<file path="config.mk">
export PLATFORM = sky130hd
export DESIGN_NAME = piso_tx_flat
export DESIGN_NICKNAME = d
export VERILOG_FILES = /design/src/rtl/piso_tx_if.sv /design/src/rtl/piso_tx.sv /design/src/flat_wrapper.sv
export SDC_FILE = /design/constraint.sdc
export NUM_CORES = 1
export LEC_CHECK = 0
export CORE_MARGIN = 4
export CORE_UTILIZATION = 51
export DETAILED_ROUTE_END_ITERATION = 10
export GPL_ROUTABILITY_DRIVEN = 0
export GPL_TIMING_DRIVEN = 0
export PLACE_DENSITY = 0.83
export SLEW_MARGIN = 25
export SYNTH_ARGS = -nofsm -noshare
export SYNTH_HDL_FRONTEND = slang
export SYNTH_SLANG_ARGS = --single-unit
</file>
<file path="constraint.sdc">
create_clock -name clk -period 2.22 [get_ports clk]
set_input_delay 0.222 -clock clk [delete_from_list [all_inputs] [get_ports clk]]
set_output_delay 0.222 -clock clk [all_outputs]
set_load 0.05 [all_outputs]
</file>
<file path="src/rtl/piso_tx_if.sv">
`default_nettype none
// ============================================================================
// Module      : piso_tx_if
// Description : Word-load handshake bundle for the serial transmitter.
//               The source offers a word on in_data/in_valid and the
//               transmitter accepts it on a rising edge while in_ready is high.
// Revision    : 1.0 - initial release
// ============================================================================
interface piso_tx_if #(
  parameter int WIDTH = 8
);
  logic [WIDTH-1:0] in_data;
  logic             in_valid;
  logic             in_ready;

  // Word source side.
  modport master (
    output in_data,
    output in_valid,
    input  in_ready
  );

  // Transmitter side.
  modport slave (
    input  in_data,
    input  in_valid,
    output in_ready
  );
endinterface
`default_nettype wire

</file>
<file path="src/rtl/piso_tx.sv">
`default_nettype none
// ============================================================================
// Module      : piso_tx
// Description : Parallel-in, serial-out transmitter. Loads a WIDTH-bit word
//               through a valid/ready handshake and shifts it out LSB-first,
//               one bit per clock with en=1. Pairs with a serial-in
//               right-shift receiver driven by d=sout, en=sout_valid.
// Revision    : 1.0 - initial release
// ============================================================================
module piso_tx #(
  parameter int WIDTH = 8
) (
  input  wire logic   clk,
  input  wire logic   rst,         // asynchronous, active-low
  piso_tx_if.slave    s_if,
  input  wire logic   en,
  output logic        sout,
  output logic        sout_valid,
  output logic        busy,
  output logic        done
);

  localparam int CNT_W = $clog2(WIDTH);
  localparam logic [CNT_W-1:0] CNT_LAST = CNT_W'(WIDTH - 1);

  typedef enum logic [0:0] {
    ST_IDLE  = 1'b0,
    ST_SHIFT = 1'b1
  } state_t;

  state_t           state_q, state_d;
  logic [WIDTH-1:0] shreg_q, shreg_d;
  logic [CNT_W-1:0] cnt_q,   cnt_d;
  logic             done_q,  done_d;

  // State, shift register, bit counter and done pulse registers.
  always_ff @(posedge clk or negedge rst) begin
    if (!rst) begin
      state_q <= ST_IDLE;
      shreg_q <= '0;
      cnt_q   <= '0;
      done_q  <= 1'b0;
    end else begin
      state_q <= state_d;
      shreg_q <= shreg_d;
      cnt_q   <= cnt_d;
      done_q  <= done_d;
    end
  end

  // Next-state logic: accept a word in IDLE, shift on enabled edges in SHIFT.
  always_comb begin
    state_d = state_q;
    shreg_d = shreg_q;
    cnt_d   = cnt_q;
    done_d  = 1'b0;
    case (state_q)
      ST_IDLE: begin
        // The handshake completes whether or not en is high.
        if (s_if.in_valid) begin
          shreg_d = s_if.in_data;
          cnt_d   = '0;
          state_d = ST_SHIFT;
        end
      end
      ST_SHIFT: begin
        if (en) begin
          shreg_d = shreg_q >> 1;
          if (cnt_q == CNT_LAST) begin
            // Final bit consumed; clearing the counter keeps it in range
            // for widths that are not a power of two.
            cnt_d   = '0;
            state_d = ST_IDLE;
            done_d  = 1'b1;
          end else begin
            cnt_d = cnt_q + 1'b1;
          end
        end
      end
      default: state_d = ST_IDLE;
    endcase
  end

  // Outputs come straight from registers, except sout_valid which gates en.
  assign s_if.in_ready = (state_q == ST_IDLE);
  assign busy          = (state_q == ST_SHIFT);
  assign sout          = busy & shreg_q[0];
  assign sout_valid    = busy & en;
  assign done          = done_q;

endmodule
`default_nettype wire

</file>
<file path="src/flat_wrapper.sv">
// flat-port wrapper written by rule: the top's interface ports become plain ports
module piso_tx_flat 
#(
  parameter int WIDTH = 8
)
  (clk, rst, en, sout, sout_valid, busy, done, s_if_in_data, s_if_in_valid, s_if_in_ready);
  piso_tx_if #(.WIDTH(WIDTH)) s_if_i ();
  input  wire logic clk;
  input  wire logic rst;
  input  wire logic en;
  output logic sout;
  output logic sout_valid;
  output logic busy;
  output logic done;
  input wire logic [$bits(s_if_i.in_data)-1:0] s_if_in_data;
  input wire logic [$bits(s_if_i.in_valid)-1:0] s_if_in_valid;
  output wire logic [$bits(s_if_i.in_ready)-1:0] s_if_in_ready;
  assign s_if_i.in_data = s_if_in_data;
  assign s_if_i.in_valid = s_if_in_valid;
  assign s_if_in_ready = s_if_i.in_ready;
  piso_tx #(.WIDTH(WIDTH)) u_core (.clk(clk), .rst(rst), .s_if(s_if_i), .en(en), .sout(sout), .sout_valid(sout_valid), .busy(busy), .done(done));
endmodule
</file>
==> results.yml, run 1 <==
sta:
  slew_violations: 0
  fin_crit_sh: 0.920
  setup_viol: 0
  rsz0062_at_grt: "false"
  relSlewSlack: 0.614
  finClkSkew_ps: 8.48
  setup_slack_ps: 178
  tightest_slew_ps: 577
  post-route-min-period_ps: 2040
  fin_tns_setup_ps: 0
  whs_ps: 303
  finalHoldViolCount: 0
  max_freq_ghz: 0.490
floorplanning:
  core_area_mm2: 0.00133
  dieHeight_um: 46.2
  fp.dieW_um: 46.2
  io_pins: 17
  rows: 13
  initial_utilization: 0.557
  die_area_mm2: 0.00213
worst_setup_path:
  required_ps: 2000
  crit_start: "en"
  crit_type: "in -> out"
  endpoint_kind: "output port"
  cp_data_arrival_time_ps: 1820
  worst_setup_path_start_kind: "input port"
  cp-endpoint: "sout_valid"
  reg2regPathDepth: 4
  r2r_setup_slack_ps: 940
  path_max_fanout: 6
  r2r-end: "u_core.cnt_q[2]"
  reg2reg_from: "u_core.cnt_q[0]"
placement:
  placed_cell_area_um2: 922
  io_buffers: 16
  dp_worst_setup_slack_ps: 181
  dpl.hpwl_um: 1060
run:
  cap_viol_max_count: 0
min_path:
  holdCritPathClass: "in -> async"
synthesis:
  synthesis.area_um2: 743
  synth_top_area_frac: 0.438
  syn_area_per_cell_um2: 12.4
  synth_warnings: 0
  ys_ff_latch: 13
  ys_types: 18
  syn_nets: 75
  ys_seq_area_frac: 0.438
  syn-instance-count: 60
  synth_area_leaders: "dfrtp_1, mux2i_1, ha_1"
  synth_top_cell_by_area: "dfrtp_1"
final_layout:
  utilization: 0.713
  multi_input_comb_area_um2: 377
  area_growth_syn_to_layout_pct: 27.9
  antenna_cells: 0
  fin_nets: 96
  fillers: 93
  final_layout_size_suffix_gt1_frac: 0.0875
  register_area_um2: 325
  fin_area_um2: 951
detailed_routing:
  drt_iter0_drc: 14
  ant_nets: 0
  vias: 535
  route.detailed.drc: 0
  drt-total-wl_um: 1420
  firstDrtPassIters: 3
  wl_per_cell_um: 15.0
  viasPerCell: 5.63
cts:
  clk-insertion-delay-late_ps: 280
  cts_made_buffers: 3
  cts.sinks: 13
  hold_buffers: 0
  htree_num_levels: 1
  ctsRootBufferMaster: "clkbuf_4"
  cts_max_path_buffers: 2
  clk_pin_slew_worst_paths_ps: 90
  cts_tree: "built"
global_route:
  gr-total-overflow: 0
  grt_pass1_wl_um: 2390
  grt_max_degree: 14
  grt_pass1_vias: 561
  antenna_found_initial: 0
  grt_usage: 0.158
power_and_ir_drop:
  powerDensity_mw_per_mm2: 998
  power_leakage_nw: 0.514
  peakVddDrop_uv: 518
outcome:
  status: "completed"
[area by class of cell]
cell class | instances | share of cell area
inverter | 1 | 0.00395
sequential | 13 | 0.342
multi-input combinational | 42 | 0.396
buffer | 4 | 0.0395
clock buffer | 4 | 0.0276
timing repair buffer | 16 | 0.171
tap | 15 | 0.0197
[sequential cells by signal, indices dropped and copies added (netlist names)]
| register | count |
|---|---|
| u_core.busy | 1 |
| u_core.shreg_q | 8 |
| u_core.done | 1 |
| u_core.cnt_q | 3 |
[cells by family (layout without fill, tap and decap cells)]
| group | after synthesis | count (layout) | synth area share |
|---|---|---|---|
| compound gates | 3 | 3 | 0.0320 |
| fa+ha+maj | 3 | 3 | 0.0505 |
| buf+inv | 5 | 25 | 0.0555 |
| flops | 13 | 13 | 0.438 |
| mux | 21 | 21 | 0.283 |
| simple gates | 15 | 15 | 0.141 |
[per-stage QoR]
step,total power [mW],instances
2_1_floorplan,0.676,60
3_3_place_gp,0.788,91
3_5_place_dp,0.806,91
4_1_cts,0.958,95
5_1_grt,1.02,95
6_report,0.949,95
[cells in the final DEF, fill, tap and decap left out]
cell type | Yosys | layout
mux2i_1 | 21 | 21
clkdlybuf4s50_1 | 0 | 15
dfrtp_1 | 13 | 13
nand3b_1 | 3 | 3
ha_1 | 3 | 3
clkbuf_4 | 0 | 3
buf_6 | 2 | 2
buf_4 | 2 | 2
and2_1 | 2 | 2
nor2_1 | 2 | 2
or3b_1 | 2 | 2
nand3_1 | 2 | 2
inv_1 | 1 | 1
and3_1 | 1 | 1
nand4b_1 | 1 | 1
o21ai_0 | 1 | 1
nand4bb_1 | 1 | 1
and3b_1 | 1 | 1
a221o_1 | 1 | 1
o2bb2ai_1 | 1 | 1
clkbuf_1 | 0 | 1
dlymetal6s2s_1 | 0 | 1
[synthesized netlist by cell type, drive strengths merged]
master / instances
nand3: 2
nand4b: 1
or3b: 2
o2bb2ai: 1
and3b: 1
inv: 1
ha: 3
and3: 1
nand4bb: 1
mux2i: 21
and2: 2
o21ai: 1
buf: 4
dfrtp: 13
nand3b: 3
a221o: 1
nor2: 2
[layer usage]
layer | global-route usage | vias to the layer above | wire [um]
li1 | - | 266 | -
met1 | 0.177 | 258 | 663
met2 | 0.283 | 9 | 698
met3 | 0.0469 | 2 | 58
met4 | 0.0511 | 0 | 4
met5 | 0 | - | 0
[how the worst min path moves through the flow]
stage                           start           endpoint  slack, ps  depth (start not counted)
floorplan                         rst        u_core.busy        -70                          0
global placement    u_core.shreg_q[4]  u_core.shreg_q[4]        510                          1
detailed placement  u_core.shreg_q[4]  u_core.shreg_q[4]        520                          1
CTS                               rst    u_core.cnt_q[0]        330                          1
global route                      rst        u_core.done        340                          1
finish                            rst    u_core.cnt_q[0]        300                          1
[worst max-delay path: stages]
cell and delay (ps):
clkdlybuf4s50_1 590, and2_1 190, clkdlybuf4s50_1 810
[timing repair]
action	4_1_cts	5_1_grt
endpoints found under the setup margin	0	1
setup buffers	0	0
gates resized for setup	0	1
[report_power, final]
part           switching, mW  internal [mW]  leakage [nW]  total [mW]
clock                 0.0826         0.0697        0.0150       0.152
sequential            0.0702          0.325         0.168       0.396
combinational          0.207          0.194         0.331       0.401
Power figures use the tool's default switching activity.
==> inputs of run 2 (changes only) <==
--- a/config.mk
+++ b/config.mk
@@ -6,12 +6,12 @@
 export NUM_CORES = 1
 export LEC_CHECK = 0
 export CORE_MARGIN = 4
-export CORE_UTILIZATION = 51
+export CORE_UTILIZATION = 45
 export DETAILED_ROUTE_END_ITERATION = 10
 export GPL_ROUTABILITY_DRIVEN = 0
 export GPL_TIMING_DRIVEN = 0
-export PLACE_DENSITY = 0.83
-export SLEW_MARGIN = 25
+export PLACE_DENSITY = 0.75
+export SLEW_MARGIN = 0
 export SYNTH_ARGS = -nofsm -noshare
 export SYNTH_HDL_FRONTEND = slang
 export SYNTH_SLANG_ARGS = --single-unit
==> run 2 against run 1 <==
Net effect:
- register-to-register slack better by 50 ps
- first-iteration DRC count is 43% lower
- clock-buffer cell count stayed put
- critical path type unchanged
==> results.yml, run 2 (same netlist as run 1, synthesis figures left out) <==
sta:
  relSlewSlack: 0.615
  fin_crit_sh: 0.910
  slew_violations: 0
  finalHoldViolCount: 0
  setup_viol: 0
  whs_ps: 303
  max_freq_ghz: 0.495
  fin_tns_setup_ps: 0
  finClkSkew_ps: 3.40
  tightest_slew_ps: 575
  rsz0062_at_grt: "false"
  post-route-min-period_ps: 2020
final_layout:
  fin_nets: 96
  layout_commonest_cell: "mux2i_1"
  final_layout_size_suffix_gt1_frac: 0.0875
  area_growth_syn_to_layout_pct: 28.1
  register_area_um2: 325
  largest_register_ffs: 8
  top_regs: "u_core.shreg_q: 8 flops, u_core.cnt_q: 3 flops"
  fillers: 133
  multi_input_comb_area_um2: 377
  antenna_cells: 0
  regMostFlops: "u_core.shreg_q"
  final_cell_mix: "mux2i_1, clkdlybuf4s50_1, dfrtp_1"
worst_setup_path:
  reg2reg_from: "u_core.cnt_q[0]"
  r2r-end: "u_core.cnt_q[2]"
  crit_type: "in -> out"
  path_max_fanout: 6
  reg2regPathDepth: 4
  endpoint_kind: "output port"
  worst_setup_path_start_kind: "input port"
  r2r_setup_slack_ps: 990
  required_ps: 2000
  cp_data_arrival_time_ps: 1800
global_route:
  grt_usage: 0.134
  grt_pass1_wl_um: 2530
  grt_pass1_vias: 580
  antenna_found_initial: 0
  gr-total-overflow: 0
  grt_max_degree: 14
detailed_routing:
  viasPerCell: 5.44
  ant_nets: 0
  route.detailed.drc: 0
  vias: 522
  drt_iter0_drc: 8
  firstDrtPassIters: 4
  drt-total-wl_um: 1420
  wl_per_cell_um: 14.8
placement:
  dpl.hpwl_um: 1050
  io_buffers: 16
floorplanning:
  core_area_mm2: 0.00154
  die_area_mm2: 0.00237
  io_pins: 17
  fp.dieW_um: 48.6
  dieHeight_um: 48.6
  initial_utilization: 0.482
  rows: 14
cts:
  clk-insertion-delay-late_ps: 280
  cts_made_buffers: 3
  cts_tree: "built"
  clk_pin_slew_worst_paths_ps: 80
  cts_max_path_buffers: 2
  ctsRootBufferMaster: "clkbuf_4"
  hold_buffers: 0
  cts.sinks: 13
  htree_num_levels: 1
run:
  cap_viol_max_count: 0
power_and_ir_drop:
  powerDensity_mw_per_mm2: 986
  peakVddDrop_uv: 559
  power_leakage_nw: 0.514
min_path:
  holdCritPathClass: "in -> async"
outcome:
  status: "completed"
run 2: power breakdown:
part | switching (mW) | total (mW) | internal, mW
combinational | 0.199 | 0.391 | 0.192
clock | 0.0786 | 0.148 | 0.0698
sequential | 0.0735 | 0.399 | 0.326
total | 0.351 | 0.938 | 0.588
run 2: per-stage QoR:
step / utilization / instances / total power, mW / cell area, um2 / setup WS [ps]
2_1_floorplan: - / 60 / 0.676 / 743 / 550
3_3_place_gp: 0.599 / 92 / 0.789 / 923 / 188
3_5_place_dp: 0.599 / 92 / 0.804 / 923 / 187
4_1_cts: 0.616 / 96 / 0.955 / 950 / 23.5
5_1_grt: 0.618 / 96 / 1.01 / 952 / 125
6_report: 0.618 / 96 / 0.938 / 952 / 199
run 2: layout make-up:
class,instances,share of cell area
inverters,1,0.00394
clock buffers,4,0.0276
plain buffers,4,0.0394
well taps,16,0.0210
multi-input cells,42,0.396
flip-flops and latches,13,0.342
repair buffers,16,0.171
run 2: worst max path at each step:
stage | start | endpoint | slack [ps] | depth (start not counted)
after CTS | u_core.busy | sout | 20 | 4
after global routing | en | sout_valid | 130 | 3
after floorplan | u_core.busy | sout | 550 | 3
after global placement | en | sout_valid | 190 | 3
final | en | sout_valid | 200 | 3
after detailed placement | en | sout_valid | 190 | 3
run 2: critical path: stages:
cell	delay (ps)
clkdlybuf4s50_1	590
and2_1	180
clkdlybuf4s50_1	800
run 2: timing repair:
action,4_1_cts,5_1_grt
resized for setup,0,1
endpoints found under the setup margin,0,1
buffers inserted,0,0
run 2: routing by layer:
metal / part of all wire / vias up / global-route usage / wire length (um)
li1: - / 260 / - / -
met1: 0.47 / 249 / 0.161 / 664
met2: 0.48 / 9 / 0.222 / 682
met3: 0.029 / 4 / 0.0307 / 41
met4: 0.020 / 0 / 0.0673 / 29
met5: 0 / - / 0 / 0
